### src/rtl/jtsdram_rnd.sv
// jtsdram_rnd: free-running 16-bit maximal LFSR; ports clk, rst, adv (advance), q (low OW bits of the state).
module jtsdram_rnd #(
  parameter int OW = 16
) (
  input  logic          clk,
  input  logic          rst,
  input  logic          adv,
  output logic [OW-1:0] q
);
  logic [15:0] r;
  always_ff @(posedge clk)
    if (rst) r <= 16'hace1;
    else if (adv) r <= {r[14:0], r[15] ^ r[13] ^ r[12] ^ r[10]};
  assign q = r[OW-1:0];
endmodule

### config.mk
export PLATFORM = sky130hd
export DESIGN_NAME = jtsdram_rnd
export DESIGN_NICKNAME = d
export VERILOG_FILES = /design/src/rtl/jtsdram_rnd.sv
export SDC_FILE = /design/constraint.sdc
export NUM_CORES = 1
export LEC_CHECK = 0
export CORE_UTILIZATION = 42
export CTS_BUF_LIST = sky130_fd_sc_hd__clkbuf_2 sky130_fd_sc_hd__clkbuf_4 sky130_fd_sc_hd__clkbuf_8
export DETAILED_ROUTE_END_ITERATION = 10
export GPL_ROUTABILITY_DRIVEN = 1
export PLACE_DENSITY_LB_ADDON = 0.25
export SLEW_MARGIN = 20
export SYNTH_ARGS = -nofsm -noshare
export SYNTH_HDL_FRONTEND = slang
export SYNTH_SLANG_ARGS = --single-unit
### constraint.sdc
create_clock -name clk -period 1 [get_ports clk]
set_clock_uncertainty 0.2 [all_clocks]
set_input_delay 0.2 -clock clk [delete_from_list [all_inputs] [get_ports clk]]
set_output_delay 0.2 -clock clk [all_outputs]
set_load 0.01 [all_outputs]
## Yosys cells after proc, flatten, opt, wreduce, memory -nomap -nowiden

Cells that the tools add are included.

| word-level totals | value |
|---|---|
| flip-flop bits (word level) | 16 |
| bits of input ports | 3 |
| output and inout bits | 16 |
| logic and storage cells | 4 |

| operators by class | value |
|---|---|
| bitwise logic cells | 3 |

Operators with widths:

| cell | number |
|---|---|
| $xor 1x1->1 | 3 |

## Logic depth before layout (Yosys ltp)

| logic depth | value |
|---|---|
| depth in word-level cells | 3 |
| mapped depth | 4 |
| gate-level depth less buffers | 3 |

## Least setup slack after synthesis

OpenSTA, ideal clock, no wires.

| path | value |
|---|---|
| path type | reg2reg |
| from | reg r[13], in the netlist q[13] |
| to | reg r[0], in the netlist q[0] |
| library setup time | 0.126 ns |
| arrival time | 0.771 ns |
| data required time | 0.674 ns |
| path slack | -0.098 ns |
| cell stages (with the launch flop) | 4 |
| path buffers | 0 |
| period minus slack after synthesis | 1.098 ns |
| path through | dfxtp_1 -> xnor2_2 -> xnor2_1 -> a31oi_1 |

| between the ends | value |
|---|---|
| word-level cells in the longest chain between the ends | 3 |

Ends and longest elaborated chain:

| item | line | RTL |
|---|---|---|
| start: declaration | 10 | `logic [15:0] r;` |
| start signal: assignment | 13 | `else if (adv) r <= {r[14:0], r[15] ^ r[13] ^ r[12] ^ r[10]};` |
| $xor 1x1->1 (3 in a row) | 13 |  |

Every way passes these cells.
A chain may end at the register's enable or synchronous reset.

## Worst setup path after layout

| path | value |
|---|---|
| from | reg r[10], in the netlist q[10] |
| to | reg r[0], in the netlist q[0] |

| between the ends | value |
|---|---|
| word-level cells in the longest chain between the ends | 1 |

Ends and longest elaborated chain:

| item | line |
|---|---|
| $xor 1x1->1 | 13 |

Every way passes these cells.

==> reports/qor.csv <==
stage;metric;value;unit
sta;final setup fails;22;
clocking;Clock transition at path regs;100;ps
logic_synthesis;sequential share of the synthesized area;0.517;
detailed_routing;Initial DRC Count;6;
placed_design;DP Area;962;sq um
logic_synthesis;Syn Inst Count;55;
detailed_routing;total number of vias;525;
logic_synthesis;syn avg cell area;11.3;sq um
global_routing;first-pass GRT wire length;2.02;mm
die;Core ar.;1330;sq um
sta;fin crit share;1.19;
detailed_routing;vias per cell;4.69;
logic_synthesis;mux cell area share after synthesis;0.242;
critical_path;nature of the critical path startpoint;flip-flop;
status;status;finished with violations;
sta;highest clock rate;838;MHz
clocking;buffer levels on the longest clock path;2;
sta;Max-slew headroom;0.885;
die;Die W;40.4;microns
global_routing;vias in the first global route;469;
clocking;TritonCTS clock tree;yes;
cells_and_area;Ant. Diodes;0;
critical_path;crit-path max FO;2;
sta;Fin. Hold Viols;0;
sta;min Tclk post-route;1190;ps
status;failing checks;setup timing;
die;# rows;13;
logic_synthesis;Post-Synth Simple-Gate Area;0.0990;
detailed_routing;DR WL/cell;12.2;microns
placed_design;Final GP Congestion;0.683;
clocking;clk root buf;clkbuf_4;
detailed_routing;drt pass-1 iters;4;
cells_and_area;Fill cells;87;
placed_design;port bufs;18;
detailed_routing;drt total wl;1.37;mm
cells_and_area;non-filler instance count after layout;112;
logic_synthesis;Syn. warnings;0;
die;Top Ports;19;
critical_path;Crit path arrival time;1150;ps
power_and_ir_drop;LEAKAGE;0.529;nW
cells_and_area;Final Cell Area;1070;sq um
cells_and_area;max reg flops;16;
cells_and_area;Final Util;0.800;
global_routing;all-layer global routing usage;0.193;
critical_path;worst path required time;950;ps
logic_synthesis;Synth Area in XOR/XNOR;0.0667;
clocking;number of CTS-inserted buffers;3;
power_and_ir_drop;VDD IR max;0.000943;V
logic_synthesis;Unique masters post-synth;12;
hold_path;Hold Path Class;primary input to flip-flop;
placed_design;DPL Wire Length;929;microns
global_routing;initial antenna violation count;0;
die;Die Height;40.4;microns
detailed_routing;Detail Route Antenna Nets;0;
clocking;htree depth;1;
logic_synthesis;post-synthesis compound-gate area fraction;0.0101;
logic_synthesis;net count after synthesis;58;
critical_path;WS Path Type;flip-flop to flip-flop;
sta;Slew Limit Fails;0;
global_routing;largest net degree at the start of global routing;18;
logic_synthesis;largest family of logic cells by synthesized area;multiplexers;
sta;WHS;75.1;ps
cells_and_area;final layout net count;101;
critical_path;Setup crit end kind;flip-flop;
sta;Slew @ Worst Pin;167;ps
sta;final setup margin;-194;ps
global_routing;total grt overflow;0;
logic_synthesis;Yosys reg bits;16;
die;die footprint;1630;sq um
sta;RSZ-0062 raised after global routing;yes;
placed_design;cell count after placement;106;
flow_run;Max-Cap Viols;0;
cells_and_area;area added between synthesis and finish;72.3;%
power_and_ir_drop;Tot Pwr;1.48;mW
power_and_ir_drop;Pwr Density;1380;nW/um^2
clocking;clock sink total;16;
detailed_routing;Remaining DRCs;0;
critical_path;R2R Setup Slk;-190;ps
logic_synthesis;adder-cell share of the synthesized area;0;
logic_synthesis;mapped cell area;619;sq um
clocking;Skew-Pair Late Insertion Delay;280;ps
cells_and_area;layout cells sized above 1;0.639;
die;Initial Util;0.464;
## critical path, cell delays in order (launching register included)
cell and delay (ps):
dfxtp_4 360, buf_6 120, xnor2_2 150, xnor2_1 130, a31oi_1 110
## synthesized netlist by cell type
cell type   n  area share
xnor2_2     2       0.053
clkbuf_2    1      0.0081
mux2i_1    15        0.24
dfxtp_1    16        0.52
nor3_1      1      0.0081
nor2_1      8       0.048
xnor2_1     1       0.014
buf_12      1       0.032
buf_6       1       0.018
nand2_1     7       0.042
a31oi_1     1       0.010
inv_1       1      0.0061
## power breakdown
group          leakage, nW  internal, mW  switching, mW
Combinational        0.378         0.234          0.139
Clock               0.0184         0.182          0.197
Sequential           0.133         0.690         0.0340
## final cells by class
cell class / instances / area (sq um) / share of cell area
timing repair buffer: 41 / 407 / 0.381
clock buffer: 4 / 30.0 / 0.0281
multi-input combinational: 35 / 263 / 0.246
sequential: 16 / 345 / 0.324
inverter: 1 / 3.75 / 0.00352
tap: 15 / 18.8 / 0.0176
## routing by layer
metal	track usage	wire length (microns)	up-vias
met4	0.125	34	0
li1	-	-	263
met3	0.0333	48	4
met5	0	0	-
met1	0.214	573	245
met2	0.333	711	13
## per-stage QoR
step | worst slack, ps | TNS (ps)
2_1_floorplan | -21.8 | -21.8
3_3_place_gp | -459 | -10900
3_5_place_dp | -484 | -11150
4_1_cts | -217 | -2560
5_1_grt | -238 | -3340
6_report | -194 | -2620
## path summary, 6_finish.rpt
kind / cells after the start / end / startpoint
max: 4 / q[0]$_SDFFE_PP1P_ / q[10]$_SDFFE_PP1P_
min: 3 / q[12]$_SDFFE_PP0P_ / rst
max reg2reg: 4 / q[0]$_SDFFE_PP1P_ / q[10]$_SDFFE_PP1P_
min reg2reg: 3 / q[7]$_SDFFE_PP1P_ / q[7]$_SDFFE_PP1P_
## cells by family (layout without fill, tap and decap cells)
| kind of cell | Yosys count | count (layout) |
|---|---|---|
| AOI/OAI and AO/OA | 1 | 1 |
| muxes | 15 | 15 |
| buffers and inverters | 4 | 46 |
| xor gates and xnor gates | 3 | 3 |
| and+or+nand+nor | 16 | 16 |
| DFF | 16 | 16 |
## cells in the final DEF (no fill, tap or decap)
cell type       instances
nor3_1                  1
mux2i_2                 1
xnor2_1                 1
buf_12                  1
nor2_1                  8
buf_4                  15
dlygate4sd2_1           1
mux2i_1                14
a31oi_1                 1
clkbuf_4                4
nand2_1                 7
dfxtp_2                14
buf_6                  22
dfxtp_4                 2
inv_1                   1
dlymetal6s2s_1          1
xnor2_2                 2
buf_2                   1
## timing repair
item | CTS | global route
hold endpoints to repair | 0 | 0
resized for setup | 93 | 8
setup endpoints to repair | 32 | 30
pin swaps | 2 | 7
setup buffers | 1 | 1
hold buffers | 0 | 0
Power figures use the tool's default switching activity.
